===== src/rtl/mult_div.sv =====
// Sequential 32-bit signed multiply (radix-2 Booth) and divide (restoring on magnitudes).
// One iteration per clock; hi/lo update only on completion.
module mult_div (
  input  logic        clock,
  input  logic        reset,
  input  logic        start,
  input  logic        op,
  input  logic [31:0] a,
  input  logic [31:0] b,
  output logic [31:0] hi,
  output logic [31:0] lo,
  output logic        busy,
  output logic        done,
  output logic        div_zero
);

  localparam int unsigned Width    = 32;
  localparam int unsigned AccWidth = Width + 2;
  localparam int unsigned CntWidth = 5;

  localparam logic [1:0] StIdle = 2'd0;
  localparam logic [1:0] StRun  = 2'd1;
  localparam logic [1:0] StDone = 2'd2;

  logic [1:0]          state, stateNext;
  logic [CntWidth-1:0] cnt, cntNext;
  logic                opReg, opNext;
  logic [Width-1:0]    aReg, aNext;
  logic [Width-1:0]    bReg, bNext;
  logic [AccWidth-1:0] hiAcc, hiAccNext;
  logic [Width-1:0]    loAcc, loAccNext;
  logic                qm1, qm1Next;
  logic [Width-1:0]    hiNext, loNext;
  logic                busyNext, doneNext, divZeroNext;

  logic [Width-1:0]    aAbsIn;
  logic [Width-1:0]    absB;
  logic [AccWidth-1:0] aExt;
  logic [AccWidth-1:0] mSum;
  logic [AccWidth-1:0] mHiNew;
  logic [Width-1:0]    mLoNew;
  logic [Width-1:0]    dShift;
  logic [Width:0]      dDiff;
  logic [Width-1:0]    dRem;
  logic [Width-1:0]    dQuo;
  logic [Width-1:0]    divQ;
  logic [Width-1:0]    divR;

  // Datapath for one Booth step and one restoring-division step.
  always_comb begin
    aAbsIn = a[Width-1] ? (Width'(0) - a) : a;
    absB   = bReg[Width-1] ? (Width'(0) - bReg) : bReg;
    aExt   = {{2{aReg[Width-1]}}, aReg};

    mSum = hiAcc;
    case ({loAcc[0], qm1})
      2'b01:   mSum = hiAcc + aExt;
      2'b10:   mSum = hiAcc - aExt;
      default: mSum = hiAcc;
    endcase
    mHiNew = {mSum[AccWidth-1], mSum[AccWidth-1:1]};
    mLoNew = {mSum[0], loAcc[Width-1:1]};

    // Partial remainder is always below |b| <= 2^31, so its top bit is zero.
    dShift = {hiAcc[Width-2:0], loAcc[Width-1]};
    dDiff  = {1'b0, dShift} - {1'b0, absB};
    if (!dDiff[Width]) begin
      dRem = dDiff[Width-1:0];
      dQuo = {loAcc[Width-2:0], 1'b1};
    end else begin
      dRem = dShift;
      dQuo = {loAcc[Width-2:0], 1'b0};
    end

    divQ = (aReg[Width-1] ^ bReg[Width-1]) ? (Width'(0) - dQuo) : dQuo;
    divR = aReg[Width-1] ? (Width'(0) - dRem) : dRem;
  end

  // Next-state and registered-output logic.
  always_comb begin
    stateNext   = state;
    cntNext     = cnt;
    opNext      = opReg;
    aNext       = aReg;
    bNext       = bReg;
    hiAccNext   = hiAcc;
    loAccNext   = loAcc;
    qm1Next     = qm1;
    hiNext      = hi;
    loNext      = lo;
    divZeroNext = div_zero;

    case (state)
      StIdle: begin
        if (start) begin
          opNext      = op;
          aNext       = a;
          bNext       = b;
          cntNext     = CntWidth'(31);
          divZeroNext = 1'b0;
          qm1Next     = 1'b0;
          hiAccNext   = '0;
          loAccNext   = op ? aAbsIn : b;
          if (op && (b == '0)) begin
            stateNext   = StDone;
            divZeroNext = 1'b1;
          end else begin
            stateNext = StRun;
          end
        end
      end
      StRun: begin
        cntNext = cnt - CntWidth'(1);
        if (!opReg) begin
          hiAccNext = mHiNew;
          loAccNext = mLoNew;
          qm1Next   = loAcc[0];
        end else begin
          hiAccNext = {2'b00, dRem};
          loAccNext = dQuo;
        end
        if (cnt == '0) begin
          stateNext = StDone;
          hiNext    = opReg ? divR : mHiNew[Width-1:0];
          loNext    = opReg ? divQ : mLoNew;
        end
      end
      StDone: begin
        stateNext = StIdle;
      end
      default: begin
        stateNext = StIdle;
      end
    endcase

    busyNext = (stateNext == StRun);
    doneNext = (stateNext == StDone);
  end

  always_ff @(posedge clock or negedge reset) begin
    if (!reset) begin
      state    <= StIdle;
      cnt      <= '0;
      opReg    <= 1'b0;
      aReg     <= '0;
      bReg     <= '0;
      hiAcc    <= '0;
      loAcc    <= '0;
      qm1      <= 1'b0;
      hi       <= '0;
      lo       <= '0;
      busy     <= 1'b0;
      done     <= 1'b0;
      div_zero <= 1'b0;
    end else begin
      state    <= stateNext;
      cnt      <= cntNext;
      opReg    <= opNext;
      aReg     <= aNext;
      bReg     <= bNext;
      hiAcc    <= hiAccNext;
      loAcc    <= loAccNext;
      qm1      <= qm1Next;
      hi       <= hiNext;
      lo       <= loNext;
      busy     <= busyNext;
      done     <= doneNext;
      div_zero <= divZeroNext;
    end
  end

endmodule


===== config.mk =====
export PLATFORM = sky130hd
export DESIGN_NAME = mult_div
export DESIGN_NICKNAME = d
export VERILOG_FILES = /design/src/rtl/mult_div.sv
export SDC_FILE = /design/constraint.sdc
export NUM_CORES = 1
export LEC_CHECK = 0
export BUFFER_PORTS_ARGS = -buffer_cell sky130_fd_sc_hd__buf_2
export CAP_MARGIN = 30
export CORE_MARGIN = 4
export CORE_UTILIZATION = 53
export CTS_BUF_LIST = sky130_fd_sc_hd__clkbuf_4 sky130_fd_sc_hd__clkbuf_8
export CTS_CLUSTER_DIAMETER = 40
export DETAILED_ROUTE_END_ITERATION = 10
export PLACE_DENSITY = 0.75
export SYNTH_ARGS = -nofsm -noshare
export SYNTH_HDL_FRONTEND = slang
export SYNTH_SLANG_ARGS = --single-unit

===== constraint.sdc =====
create_clock -name clock -period 6.7 [get_ports clock]
set_clock_uncertainty 0.2 [all_clocks]
set_input_delay 1.005 -clock clock [delete_from_list [all_inputs] [get_ports clock]]
set_output_delay 1.005 -clock clock [all_outputs]
set_load 0.1 [all_outputs]

==> metrics, run 1 <==
status completed; Initial Util 54.2%; Post-Synth Simple-Gate Area 22.1%; minimum clock period 6490 ps; synthesized flop and latch total 205; cells along the critical path or4_1 -> or3_1 -> or3_1 -> or3_1 -> o41ai_2 -> xor2_1 -> ha_2 -> and4_1 -> nand4_1 -> nand3b_1 -> or4_4 -> nand2_8 -> nand2_1 -> o21ai_0 -> ha_2 -> nand2_1 -> o32ai_2 -> buf_4 -> nand4_1 -> o31ai_2 -> xor2_1 -> o22ai_1; Synth Area in XOR/XNOR 9.58%; Routed WL 60,800 um; worst slew pin tran 1020 ps; nets 2,467; Clk Latency, worst-skew pair 620 ps; largest net degree at the start of global routing 132; CTS tree built; Worst Hold Class in2async; core area 0.0319 mm^2; Syn Area/Cell 7.69 um^2; Finish-stage setup viols 0; FFs w/ async S/R, synth 100%; DR DRC count 0; Top FF cell, synth dfrtp_1; largest family of logic cells by synthesized area compound AO/OA/AOI/OAI gates; Via density 6.37; EDFF count, synth 0; Critical Path RT 6970 ps; H-tree Lvls 2; Routed WL per cell 21.8 um; Syn Nets 2,389; I/O Pins 135; Adder-Cell Fraction of Synth Area 5.44%; pre-CTS setup slack 132 ps; post-synthesis cell type count 86; I/O Buffers 134; max_cap viols 0; Final Cycle Share 96.9%; slowest stage delay, CP 560 ps; Max Slew Vio Count 0; DR iter-0 viols 1,868; Cell Rows 65; multiplexer share of the synthesized area 3.26%; first-pass GRT wire length 94,200 um; Seq/Total Area, Yosys 29.7%; full die area 0.0356 mm^2; Worst EP arrival 6760 ps; Critical-path top delay cell or4_1; CP Max Fanout 14; CTS clk-pin slew, worst paths 50 ps; Root Driver clkbuf_8; leading cell type in the layout, fill and taps excluded nand2_1; most frequent CP cell or3_1; die height 189 um; CP endpoint kind register; vias in the first global route 16,281; Final Worst Setup Slack 206 ps; crit path launch type register; DRT Pass-1 Iters 6; Synth Area in Compound Gates 25.8%; Ys Warns 0; Routed Antenna Nets 0; Final GP Congestion 1.01; layout cells sized above 1 13.0%; Syn Std Cell Area 0.0173 mm^2; final core occ 61.0%; most frequent cells in the layout 384 x nand2_1, 218 x a21oi_1, 204 x dfrtp_1, 191 x o21ai_0, 183 x nor2_1; ant diodes 0; cts bufs inserted 44; Cells after Synth 2,247; clk sinks 205; all-layer global routing usage 33.3%; initial antenna violation count 4; Chip Width 189 um; CP Class reg2reg; DP Cell Count 2,713; area grow syn2layout 12.5%; gr ovfl total 0; Final Non-Filler Cells 2,794; post-DP HPWL 45,400 um; Fin. Hold Viols 0; Max clock buf depth 3; vias 17,806; Slew HR 31.9%; max frequency 0.154 GHz
## Yosys cell counts (all sizes together) (24+ instances only)
cell type	number	share of area (%)
ha	72	5.2
inv	46	1.0
a31oi	27	0.98
o31ai	47	2.1
nor2	184	4.0
xor2	108	5.5
nor4	24	0.87
or3	25	0.90
mux2i	48	2.8
a211oi	40	1.8
nand3	34	0.98
clkbuf	109	2.4
nand2	387	8.5
nor2b	29	1.0
a21oi	219	6.3
nor3	37	1.1
dfrtp	205	30
o21ai	196	5.7
xnor2	81	4.1
a21o	32	1.4
buf	27	0.75
## worst paths after layout
path / startpoint / endpoint / slack, ps / depth (start not counted)
min in group clock: hi[17] / hi[17] / 270 / 1
max: bReg[15] / hi[28] / 210 / 22
max in group asynchronous: reset / opReg / 4850 / 2
min reg2reg: hi[17] / hi[17] / 270 / 1
min: reset / hi[13] / 200 / 1
max reg2reg: bReg[15] / hi[28] / 210 / 22
## kinds of logic (layout without fill, tap and decap cells)
logic type               count (synthesis)  after routing
multiplexers                            55             55
AO/OA/AOI/OAI                          710            710
flip-flops                             205            205
XOR/XNOR                               189            189
AND/OR/NAND/NOR                        831            831
adder cells (fa/ha/maj)                 74             74
buffers and inverters                  183            295
## state kept, by name (all words and copies together) (netlist names)
register and flops:
state 2, done 1, cnt 5, qm1 1, opReg 1, bReg 32, lo 32, hiAcc 33
busy 1, hi 32, loAcc 32, div_zero 1, aReg 32
## routing by layer
layer  GRT usage [%]  part of all wire, %
met5               0                0.079
met4            9.36                  2.8
met3            8.71                   12
met2            48.3                   42
met1            49.2                   43
## through the flow
step	cell area, um^2	TNS [ps]	hold slack (ps)
2_1_floorplan	17300	0	257
3_3_place_gp	18300	0	255
3_5_place_dp	18300	0	261
4_1_cts	19400	0	222
5_1_grt	19400	-41.9	239
6_report	19400	0	199
## repair_timing
item                       in CTS  in global routing
resized for setup               0                 16
hold endpoints to repair        0                  0
setup buffers                   0                  1
setup endpoints to repair       0                 22
hold buffers                    0                  0
## final cells by class
type | instances | area, um^2
clock buffer | 61 | 790
clock inverter | 19 | 307
fill | 2906 | 12400
inverter | 47 | 179
multi-input combinational | 1859 | 11500
sequential | 205 | 5130
tap | 435 | 544
timing repair buffer | 168 | 960
## critical path: cells and delay by family (launching register included)
family | cells | cell delay, ps
AND/OR/NAND/NOR | 12 | 3450
AO/OA/AOI/OAI | 5 | 1040
adder cells (fa/ha/maj) | 2 | 680
flip-flops | 1 | 430
XOR/XNOR | 2 | 320
buffers and inverters | 1 | 220
Power of run 1 is left out: the tool's default activity adds up to more than one toggle a clock period on the data nets, which glitch-free logic cannot reach.
==> run 2, diff against run 1 <==
Settings changed: ABC_AREA set to 1, PLACE_DENSITY 0.75 to 0.74, SLEW_MARGIN set to 25, TNS_END_PERCENT set to 50.
==> run 2 against run 1 <==
Wire length rose by 13%. Worst setup slack better by 320 ps. Final cell count grew 24%. Critical path type unchanged. Via count grew 14%. Flip-flop and latch count unchanged. Critical path depth grew 18. Synthesized area grew 6.2%. First-iteration DRC count is 1.6% higher. Count of clock-buffer cells in the layout is 6 lower. Fmax increased by 5.2%.
==> metrics, run 2 <==
Finish-stage setup viols 0 (unchanged); leading area contributor after synthesis dfrtp_1 (unchanged); Worst EP arrival 6480 ps (was 6760 ps); Fin. Hold Viols 0 (unchanged); Top FF cell, synth dfrtp_1 (unchanged); vias in the first global route 19,154 (was 16,281); Final Worst Setup Slack 525 ps (was 206 ps); Top reg by flops hiAcc (unchanged); Cells after Synth 2,906 (was 2,247); share of the synthesized area in the top cell type 28.0% (was 29.7%); CP endpoint kind register (unchanged); Routed WL per cell 19.7 um (was 21.8 um); I/O Pins 135 (unchanged); initial antenna violation count 0 (was 4); clk sinks 205 (unchanged); FILL cells 3,396 (was 2,906); Final GP Congestion 0.989 (was 1.01); most frequent CP cell inv_1 (was or3_1); max reg flops 33 (unchanged); most frequent cells in the layout 667 x nand2_1, 394 x inv_1, 328 x nor2_1, 305 x o21ai_0, 212 x a21oi_1 (was 384 x nand2_1, 218 x a21oi_1, 204 x dfrtp_1, 191 x o21ai_0, 183 x nor2_1); die height 194 um (was 189 um); Routed Antenna Nets 0 (unchanged); Final Cycle Share 92.2% (was 96.9%); Critical Path RT 7010 ps (was 6970 ps); largest net degree at the start of global routing 151 (was 132); synthesized flop and latch total 205 (unchanged); first-pass GRT wire length 105,000 um (was 94,200 um); minimum clock period 6180 ps (was 6490 ps); area grow syn2layout 10.9% (was 12.5%); CTS Hold Bufs 0 (unchanged); CTS tree built (unchanged); Max Slew Vio Count 0 (unchanged); gr ovfl total 0 (unchanged); synth top area cells dfrtp_1 28%, nand2_1 14%, o21ai_0 8.3%, inv_1 8.1%, nor2_1 6.8% (was dfrtp_1 30%, nand2_1 8.4%, a21oi_1 6.3%, o21ai_0 5.6%, xor2_1 5.5%); layout cells sized above 1 11.1% (was 13.0%); CP Class reg2reg (unchanged); Slew HR 40.5% (was 31.9%); I/O Buffers 134 (unchanged); Syn Nets 3,048 (was 2,389); Cell Rows 67 (was 65); Worst Hold Class in2async (unchanged); post-DP HPWL 53,600 um (was 45,400 um); Chip Width 194 um (was 189 um); worst slew pin tran 892 ps (was 1020 ps); Ys Warns 0 (unchanged); Crit path buffers/inverters 12 (was 1); leading cell type in the layout, fill and taps excluded nand2_1 (unchanged); full die area 0.0377 mm^2 (was 0.0356 mm^2); Routed WL 68,500 um (was 60,800 um); DR DRC count 0 (unchanged); Via density 5.82 (was 6.37); cts bufs inserted 42 (was 44); Max clock buf depth 3 (unchanged); Clk Latency, worst-skew pair 620 ps (about the same); H-tree Lvls 2 (unchanged); Seq/Total Area, Yosys 28.0% (was 29.7%); list of most frequent post-synthesis cells 668 x nand2_1, 395 x inv_1, 330 x nor2_1, 305 x o21ai_0, 212 x a21oi_1 (was 386 x nand2_1, 219 x a21oi_1, 205 x dfrtp_1, 193 x o21ai_0, 184 x nor2_1); crit path launch type register (unchanged); CTS clk-pin slew, worst paths 60 ps (was 50 ps); most common cell in the synthesized netlist nand2_1 (unchanged); Syn Std Cell Area 0.0183 mm^2 (was 0.0173 mm^2); slowest stage delay, CP 400 ps (was 560 ps); core area 0.0339 mm^2 (was 0.0319 mm^2); all-layer global routing usage 35.2% (was 33.3%); Root Driver clkbuf_8 (unchanged); post-synthesis cell type count 62 (was 86); Syn Area/Cell 6.31 um^2 (was 7.69 um^2); Initial Util 54.2% (about the same); EDFF count, synth 0 (unchanged); max frequency 0.162 GHz (was 0.154 GHz); Critical-path top delay cell dfrtp_1 (was or4_1); status completed (unchanged); nets 3,141 (was 2,467); vias 20,237 (was 17,806); max_cap viols 0 (unchanged); CP delay by family, top simple AND/OR/NAND/NOR gates (unchanged); DR iter-0 viols 1,898 (was 1,868); FFs w/ async S/R, synth 100% (unchanged); ant diodes 0 (unchanged); pre-CTS setup slack 121 ps (was 132 ps); hold slack 197 ps (was 199 ps); DRT Pass-1 Iters 7 (was 6); CP Max Fanout 9 (was 14)
-- run 2: cell types whose count changed in the layout (fill, tap and decap cells not counted), sizes merged, moves of 29 or more --
cell	delta
xor2	-44
nor2	+160
o31ai	-44
nor2b	-29
inv	+360
mux2i	-48
nand2	+312
a211oi	-39
nand3	+154
xnor2	-55
o21ai	+124
-- run 2: final timing paths --
check                      startpoint        end  slack, ps  cells after the start
max                           bReg[0]     lo[30]        520                     40
max in group asynchronous       reset      opReg       4730                      2
max reg2reg                   bReg[0]     lo[30]        520                     40
min reg2reg                  div_zero   div_zero        280                      2
min in group clock           div_zero   div_zero        280                      2
min                             reset  hiAcc[31]        200                      1
-- run 2: kinds of logic after synthesis --
family | synth area share (%)
fa+ha+maj | 5.13
compound gates | 19.5
simple gates | 32.2
xor+xnor | 4.30
buf+inv | 11.0
flops | 28.0
-- run 2: final cells by class --
| cell class | instances | area (um^2) | share of cell area [%] |
|---|---|---|---|
| clock buffer | 55 | 713 | 3.50 |
| timing repair buffer | 159 | 932 | 4.58 |
| clock inverter | 20 | 245 | 1.20 |
| inverter | 405 | 1520 | 7.47 |
| tap | 448 | 561 | 2.75 |
| multi-input combinational | 2186 | 11300 | 55.3 |
| sequential | 205 | 5130 | 25.2 |
-- run 2: through the flow --
stage                     TNS [ps]  std cells  instance area, um^2  util (%)
final                            0       3478                20400      60.1
after detailed placement         0       3398                19300      56.9
after CTS                        0       3473                20200      59.8
after global placement           0       3397                19300      56.9
after global routing         -14.0       3478                20400      60.1
after floorplan                  0       2906                18300         -
-- run 2: repair_timing --
item                                    in CTS  in global routing
setup buffers                                0                  3
resized for setup                            0                  5
endpoints found under the setup margin       0                 37
endpoints found under the hold margin        0                  0
-- run 2: worst reg2reg max path, delay by kind of cell, from the launching register on --
family	cells	cell delay (ps)
adders and majority gates	3	660
xor gates and xnor gates	1	290
DFF	1	400
AOI/OAI and AO/OA	6	860
buffers and inverters	12	1050
and+or+nand+nor	18	2610
-- run 2: per-layer routing --
metal / track usage [%] / vias to the layer above / wire (um)
met3: 5.73 / 223 / 4750
met4: 22.7 / 0 / 5390
met1: 44.6 / 9318 / 27900
li1: - / 9732 / -
met2: 55.8 / 964 / 30500
met5: 0 / - / 0
Power of run 2 is left out for the same reason.
==> run 3, diff against run 2 <==
==> constraint.sdc (replaced) <==
create_clock -name clock -period 6.7 [get_ports clock]
set_clock_uncertainty 0.2 [all_clocks]
set_input_delay 1.34 -clock clock [delete_from_list [all_inputs] [get_ports clock]]
set_output_delay 1.34 -clock clock [all_outputs]
set_load 0.1 [all_outputs]
==> run 3 against run 2 <==
Critical endpoint unchanged. Fmax increased by 0.18%. Flip-flop and latch count stayed put. Count of clock-buffer cells in the layout unchanged. Sequential share of layout area down 0.093 points. Register-to-register slack is essentially flat. Final cell count about the same. Hold slack gained 80 ps. Core utilization grew 0.22 points. First-iteration DRC count up 0.95%. Critical path depth rose by 1. Final area is 0.37% higher.
==> metrics, run 3 (same netlist as run 2, synthesis figures left out) <==
pre-CTS setup slack 112 ps (was 121 ps); ant diodes 0 (unchanged); Final Instance Area 0.0204 mm^2 (about the same); first-pass GRT wire length 107,000 um (was 105,000 um); most frequent CP cell inv_1 (unchanged); CP endpoint kind register (unchanged); die height 194 um (unchanged); Final Worst Setup Slack 536 ps (was 525 ps); CTS clk-pin slew, worst paths 60 ps (about the same); I/O Buffers 134 (unchanged); status completed (unchanged); all-layer global routing usage 35.5% (was 35.2%); H-tree Lvls 2 (unchanged); Max clock buf depth 3 (unchanged); I/O Pins 135 (unchanged); worst slew pin tran 953 ps (was 892 ps); Fin. Hold Viols 0 (unchanged); gr ovfl total 0 (unchanged); max frequency 0.162 GHz (about the same); area grow syn2layout 11.4% (was 10.9%); Routed Antenna Nets 0 (unchanged); Final Cycle Share 92.0% (was 92.2%); Placed Area 0.0193 mm^2 (unchanged); DR DRC count 0 (unchanged); slowest stage delay, CP 420 ps (was 400 ps); Slew HR 36.5% (was 40.5%); CTS Hold Bufs 0 (unchanged); Critical-path top delay cell xor2_1 (was dfrtp_1); Routed WL 68,800 um (was 68,500 um); Max Slew Vio Count 0 (unchanged); Final GP Congestion 0.987 (was 0.989); critical hold path startpoint lo[22]; initial antenna violation count 1 (was 0); core area 0.0339 mm^2 (unchanged); cts bufs inserted 42 (unchanged); multi-input combinational cell area 0.0112 mm^2 (was 0.0113 mm^2); Critical Path RT 6990 ps (was 7010 ps); worst hold endpoint lo[22]; CP delay by family, top simple AND/OR/NAND/NOR gates (unchanged); nets 3,141 (unchanged); length in cells of the worst reg-to-reg path 41 (was 40); largest net degree at the start of global routing 113 (was 151); DRT Pass-1 Iters 9 (was 7); Worst Hold Class reg2reg (was in2async); Top reg by flops hiAcc (unchanged); Clk Latency, worst-skew pair 600 ps (was 620 ps); vias 20,307 (was 20,237); hold slack 278 ps (was 197 ps); most frequent cells in the layout 667 x nand2_1, 394 x inv_1, 328 x nor2_1, 305 x o21ai_0, 212 x a21oi_1 (unchanged); final core occ 60.3% (was 60.1%); full die area 0.0377 mm^2 (unchanged); Crit path buffers/inverters 11 (was 12); Via density 5.84 (was 5.82); CTS tree built (unchanged); Cell Rows 67 (unchanged); post-DP HPWL 53,500 um (was 53,600 um); Critical R2R Launch bReg[0] (unchanged); minimum clock period 6160 ps (was 6180 ps); Chip Width 194 um (unchanged); Routed WL per cell 19.8 um (was 19.7 um); CP Max Fanout 9 (unchanged); Initial Util 54.2% (unchanged); DR iter-0 viols 1,916 (was 1,898); R2R setup slack 540 ps (was 520 ps); vias in the first global route 19,275 (was 19,154); clk sinks 205 (unchanged); leading cell type in the layout, fill and taps excluded nand2_1 (unchanged); crit path launch type register (unchanged); register area 0.00513 mm^2 (unchanged); max_cap viols 0 (unchanged); Root Driver clkbuf_8 (unchanged); CP Class reg2reg (unchanged); r2r endpoint lo[30] (unchanged); Finish-stage setup viols 0 (unchanged); max reg flops 33 (unchanged); layout cells sized above 1 11.1% (about the same); Worst EP arrival 6450 ps (was 6480 ps); FILL cells 3,310 (was 3,396); Worst Setup SP bReg[0] (unchanged); WHS Path Cells 2
==> run 3: changes by cell type in the layout (fill, tap and decap cells not counted), sizes merged <==
cell	change
clkbuf	-1
clkinv	-1
inv	+1
buf	+1
bufinv	+3
clkinvlp	-2
==> run 3: metal layers <==
layer | global-route usage, % | vias to the layer above | routed length (um)
li1 | - | 9731 | -
met1 | 45.8 | 9338 | 27600
met2 | 56.4 | 1008 | 31000
met3 | 4.60 | 228 | 5110
met4 | 22.4 | 2 | 5100
met5 | 0 | - | 12
==> run 3: repair_timing <==
item,CTS,global route
resized for setup,0,5
buffers inserted,0,3
setup endpoints to repair,0,28
endpoints found under the hold margin,0,0
==> run 3: tightest hold or removal path: cells and delay by family, from the launching register on <==
kind	cells	cell delay, ps
and+or+nand+nor	1	50
DFF	1	340
AOI/OAI and AO/OA	1	60
==> run 3: layout make-up <==
cell class | count | area share (%)
Sequential cell | 205 | 25.1
Multi-Input combinational cell | 2186 | 55.1
Inverter | 405 | 7.44
Timing Repair Buffer | 159 | 4.61
Clock inverter | 21 | 1.51
Tap cell | 448 | 2.74
Clock buffer | 55 | 3.52
==> run 3: worst max-delay path by stage <==
stage / endpoint / slack, ps / depth (start not counted)
after floorplan: lo[30] / 1260 / 40
after global placement: lo[30] / 350 / 39
after detailed placement: lo[30] / 110 / 39
after CTS: lo[30] / 80 / 39
after global routing: lo[30] / -40 / 40
final: lo[30] / 540 / 41
==> run 3: stage by stage <==
stage,setup TNS (ps),std cells
6_report,0,3479
5_1_grt,-44.6,3479
4_1_cts,0,3474
3_5_place_dp,0,3398
3_3_place_gp,0,3397
2_1_floorplan,0,2906
Power of run 3 is left out for the same reason.
